==> config.mk <==
export PLATFORM = sky130hd
export DESIGN_NAME = c432_wrapper_flat
export DESIGN_NICKNAME = d
export VERILOG_FILES = /design/src/rtl/c432_wrapper_if.sv /design/src/rtl/c432_wrapper.sv /design/src/flat_wrapper.sv
export SDC_FILE = /design/constraint.sdc
export NUM_CORES = 1
export LEC_CHECK = 0
export CORE_ASPECT_RATIO = 1.1
export CORE_MARGIN = 4
export CORE_UTILIZATION = 46
export CTS_CLUSTER_DIAMETER = 100
export DETAILED_ROUTE_END_ITERATION = 12
export GPL_TIMING_DRIVEN = 0
export PLACE_DENSITY = 0.77
export SYNTH_ARGS = -nofsm -noshare
export SYNTH_HDL_FRONTEND = slang
export SYNTH_SLANG_ARGS = --single-unit
==> constraint.sdc <==
create_clock -name clk -period 2.05 [get_ports clk]
set_input_delay 0.3075 -clock clk [delete_from_list [all_inputs] [get_ports clk]]
set_output_delay 0.3075 -clock clk [all_outputs]
set_load 0.02 [all_outputs]
==> src/rtl/c432_wrapper_if.sv <==
// c432_wrapper_if: bundles the 36-bit request/enable vector (in_vec) and the 7-bit registered result (out_vec)
interface c432_wrapper_if;
  logic [35:0] in_vec;
  logic [6:0]  out_vec;
  modport master (output in_vec, input out_vec);
  modport slave (input in_vec, output out_vec);
endinterface

==> src/rtl/c432_wrapper.sv <==
// c432_wrapper: registered 27-channel 3-bus priority interrupt core; ports clk, rst_n (sync active-low), bus.in_vec {E,C,B,A} -> bus.out_vec {PA,PB,PC,CHAN}
module c432_wrapper (
  input logic             clk,
  input logic             rst_n,
  c432_wrapper_if.slave   bus
);
  logic [35:0] in_q;
  logic [6:0]  out_q, out_d;
  logic [8:0]  ra, rb, rc, w;
  logic        pa, pb, pc;
  logic [3:0]  chan;
  assign ra = in_q[8:0] & in_q[35:27];
  assign rb = in_q[17:9] & in_q[35:27];
  assign rc = in_q[26:18] & in_q[35:27];
  assign pa = |ra;
  assign pb = ~pa & |rb;
  assign pc = ~pa & ~pb & |rc;
  assign w = pa ? ra : pb ? rb : pc ? rc : 9'h000;
  always_comb begin
    chan = 4'hF;
    for (int i = 8; i >= 0; i--)
      if (w[i]) chan = 4'(i);
  end
  assign out_d = {pa, pb, pc, chan};
  always_ff @(posedge clk) begin
    if (!rst_n) begin
      in_q  <= '0;
      out_q <= '0;
    end else begin
      in_q  <= bus.in_vec;
      out_q <= out_d;
    end
  end
  assign bus.out_vec = out_q;
endmodule

==> src/flat_wrapper.sv <==
// flat-port wrapper written by rule: the top's interface ports become plain ports
module c432_wrapper_flat 
  (clk, rst_n, bus_in_vec, bus_out_vec);
  c432_wrapper_if bus_i ();
  input logic clk;
  input logic rst_n;
  input wire logic [$bits(bus_i.in_vec)-1:0] bus_in_vec;
  output wire logic [$bits(bus_i.out_vec)-1:0] bus_out_vec;
  assign bus_i.in_vec = bus_in_vec;
  assign bus_out_vec = bus_i.out_vec;
  c432_wrapper u_core (.clk(clk), .rst_n(rst_n), .bus(bus_i));
endmodule
==> impl_metrics.py <==
metrics = {
    "run_status": {
        "status": "finished clean",
    },
    "critical_path": {
        "crit_arrival_ns": 2.26,
        "cp-start-kind": "flop",
        "worstSetupEndpointType": "flop",
        "path_max_fanout": 3,
        "worstPathRequired_ns": 2.29,
        "critPathKind": "flop to flop",
    },
    "placed_design": {
        "hpwlAfterDp_um": 2880,
        "place_area_um2": 2030,
        "placed_cells": 230,
        "io_buffers": 44,
        "place.gp.congestion": 0.898,
    },
    "pwr": {
        "leakage_nw": 0.879,
        "pwr-share-seq": 0.546,
        "internal_power_w": 0.00129,
        "power.switching_w": 0.000416,
        "switching_share": 0.244,
        "pwr_density_cell_nw_per_um2": 771,
        "power_w": 0.00170,
        "clock_power_share": 0.265,
        "ir_worst_vdd_uv": 476,
        "combPwrFrac": 0.189,
    },
    "detailed_routing": {
        "drt_pass1_iterations": 5,
        "routed_wirelength_um": 3730,
        "routedWlPerCell_um": 15.2,
        "drc_errors": 0,
        "drt_iter0_markers": 101,
        "drtAntennaViolNets": 0,
        "viasPerCell": 5.43,
        "num_vias": 1337,
    },
    "die": {
        "io_pins": 45,
        "core_area_um2": 3150,
        "dieWidth_um": 63.4,
        "die_h_um": 68.9,
        "dieArea_um2": 4370,
        "start_util": 0.492,
        "row_count": 21,
    },
    "sta": {
        "finalHoldViolations": 0,
        "fin_crit_sh": 0.984,
        "final.setup.tns_ns": 0,
        "fmax_mhz": 496,
        "holdWs_ns": 0.521,
        "relSlewSlack": 0.700,
        "final-setup-viol-count": 0,
        "post-route-min-period_ns": 2.02,
        "rsz0062_at_grt": "true",
        "finalClockSkew_ns": 0.0126,
        "drv_slew": 0,
        "worst_pin_slew_ns": 0.450,
    },
    "yosys": {
        "seq_area_frac_synth": 0.555,
        "syn_inst": 152,
        "synthFlopType": "dfxtp_1",
        "yosysWarnings": 0,
        "ys_ff_latch": 43,
        "synthArstFlopShare": 0,
        "avgSynthCellArea_um2": 10.2,
        "syn-num-nets": 190,
        "syn-cell-area_um2": 1550,
        "synth_cell_types": 31,
        "synth_edf_count": 0,
    },
    "finish": {
        "final_cell_area_um2": 2210,
        "synthToLayoutAreaGrowth_pct": 42.3,
        "n_antenna_cell": 0,
        "drive_gt1_frac": 0.156,
        "finalNetCount": 249,
        "final_cell_mix": "clkdlybuf4s50_1, dfxtp_1, and2_1",
        "layout_commonest_cell": "clkdlybuf4s50_1",
        "final_cells": 246,
    },
    "clock_tree": {
        "insertion_delay_ns": 0.35,
        "clk_pin_slew_ns": 0.12,
        "cts.sinks": 43,
        "htree_levels": 2,
        "cts_buffers": 5,
        "cts_root_buf": "clkbuf_4",
        "clock_tree.buffer_depth": 2,
        "cts_tree": "yes",
    },
    "grt": {
        "antenna_found_initial": 0,
        "grt_pass1_wl_um": 5760,
        "grt_max_degree": 13,
        "gr-total-overflow": 0,
        "grt_usage": 0.176,
        "grt_pass1_vias": 1266,
    },
    "run": {
        "cap_violations": 0,
    },
    "hold_path": {
        "min_path_type": "input port to flop",
    },
}
## cell usage after synthesis, types with 2 or more instances
master     n  area [um2]
and4_1     2        17.5
a31oi_1    4        25.0
and2_1    38         238
inv_1      3        11.3
nand2_1    8        30.0
o21bai_1   2        15.0
a222oi_1   2        20.0
clkbuf_1   5        18.8
dfxtp_1   43         861
o211ai_1   2        15.0
a21o_1     3        22.5
o21ai_0    3        15.0
a22oi_1    9        67.6
and2_2     2        15.0
nor2_1     6        22.5
o311a_1    2        20.0
a21oi_1    4        20.0
## repair_timing
| action | in CTS | in global routing |
|---|---|---|
| pin swaps | 5 | 10 |
| endpoints found under the setup margin | 4 | 4 |
| buffers inserted | 2 | 6 |
| gates resized for setup | 0 | 14 |
| gates cloned | 0 | 1 |
| hold buffers | 0 | 0 |
| hold endpoints to repair | 0 | 0 |
## metrics by stage
stage | setup slack [ns] | util
2_1_floorplan | 0.155 | -
3_3_place_gp | -0.160 | 0.645
3_5_place_dp | -0.154 | 0.645
4_1_cts | 0.00728 | 0.671
5_1_grt | -0.0677 | 0.700
6_report | 0.0333 | 0.700
## routing by layer
metal | part of all wire | GRT usage
met5 | 0 | 0
met1 | 0.41 | 0.198
met4 | 0.031 | 0.111
met3 | 0.073 | 0.0421
met2 | 0.49 | 0.305
## path summary, 6_finish.rpt
path / startpoint / to / slack (ns) / depth (start not counted)
setup / recovery: u_core.in_q[4] / u_core.bus.out_vec[0] / 0.03 / 7
hold / removal: bus_in_vec[22] / u_core.in_q[22] / 0.52 / 2
setup reg to reg: u_core.in_q[4] / u_core.bus.out_vec[0] / 0.03 / 7
hold reg to reg: u_core.in_q[9] / u_core.bus.out_vec[1] / 0.68 / 2
## area by class of cell
cell class,count,area (um2)
multi-input cells,100,684
fillers,262,946
clock buffers,8,68.8
repair buffers,53,505
plain buffers,5,26.3
well taps,34,42.5
flip-flops and latches,43,868
inverters,3,11.3
## cells by family after synthesis
group	count (synthesis)	share of synthesized area
flops	43	0.555
compound gates	40	0.196
buf+inv	9	0.0242
simple gates	60	0.225
## sequential cells by signal, indices dropped and copies added, names as in the netlist
| signal | flops |
|---|---|
| u_core.bus.out_vec | 7 |
| u_core.in_q | 36 |
## critical path, stage by stage (launching register included)
cell,delay (ns)
dfxtp_2,0.34
a222oi_1,0.39
nand4_1,0.20
a311o_1,0.34
o211ai_2,0.10
a22o_1,0.16
a21oi_1,0.06
o311a_1,0.33
## power by group through the flow
stage / Combinational (W) / Clock (W) / Sequential, W
4_1_cts: 0.000283 / 0.000462 / 0.000929
6_report: 0.000321 / 0.000451 / 0.000930
2_1_floorplan: 0.000123 / 0 / 0.000958
3_5_place_dp: 0.000278 / 0 / 0.000948
5_1_grt: 0.000349 / 0.000493 / 0.000936
3_3_place_gp: 0.000272 / 0 / 0.000949
Power figures use the tool's default switching activity.
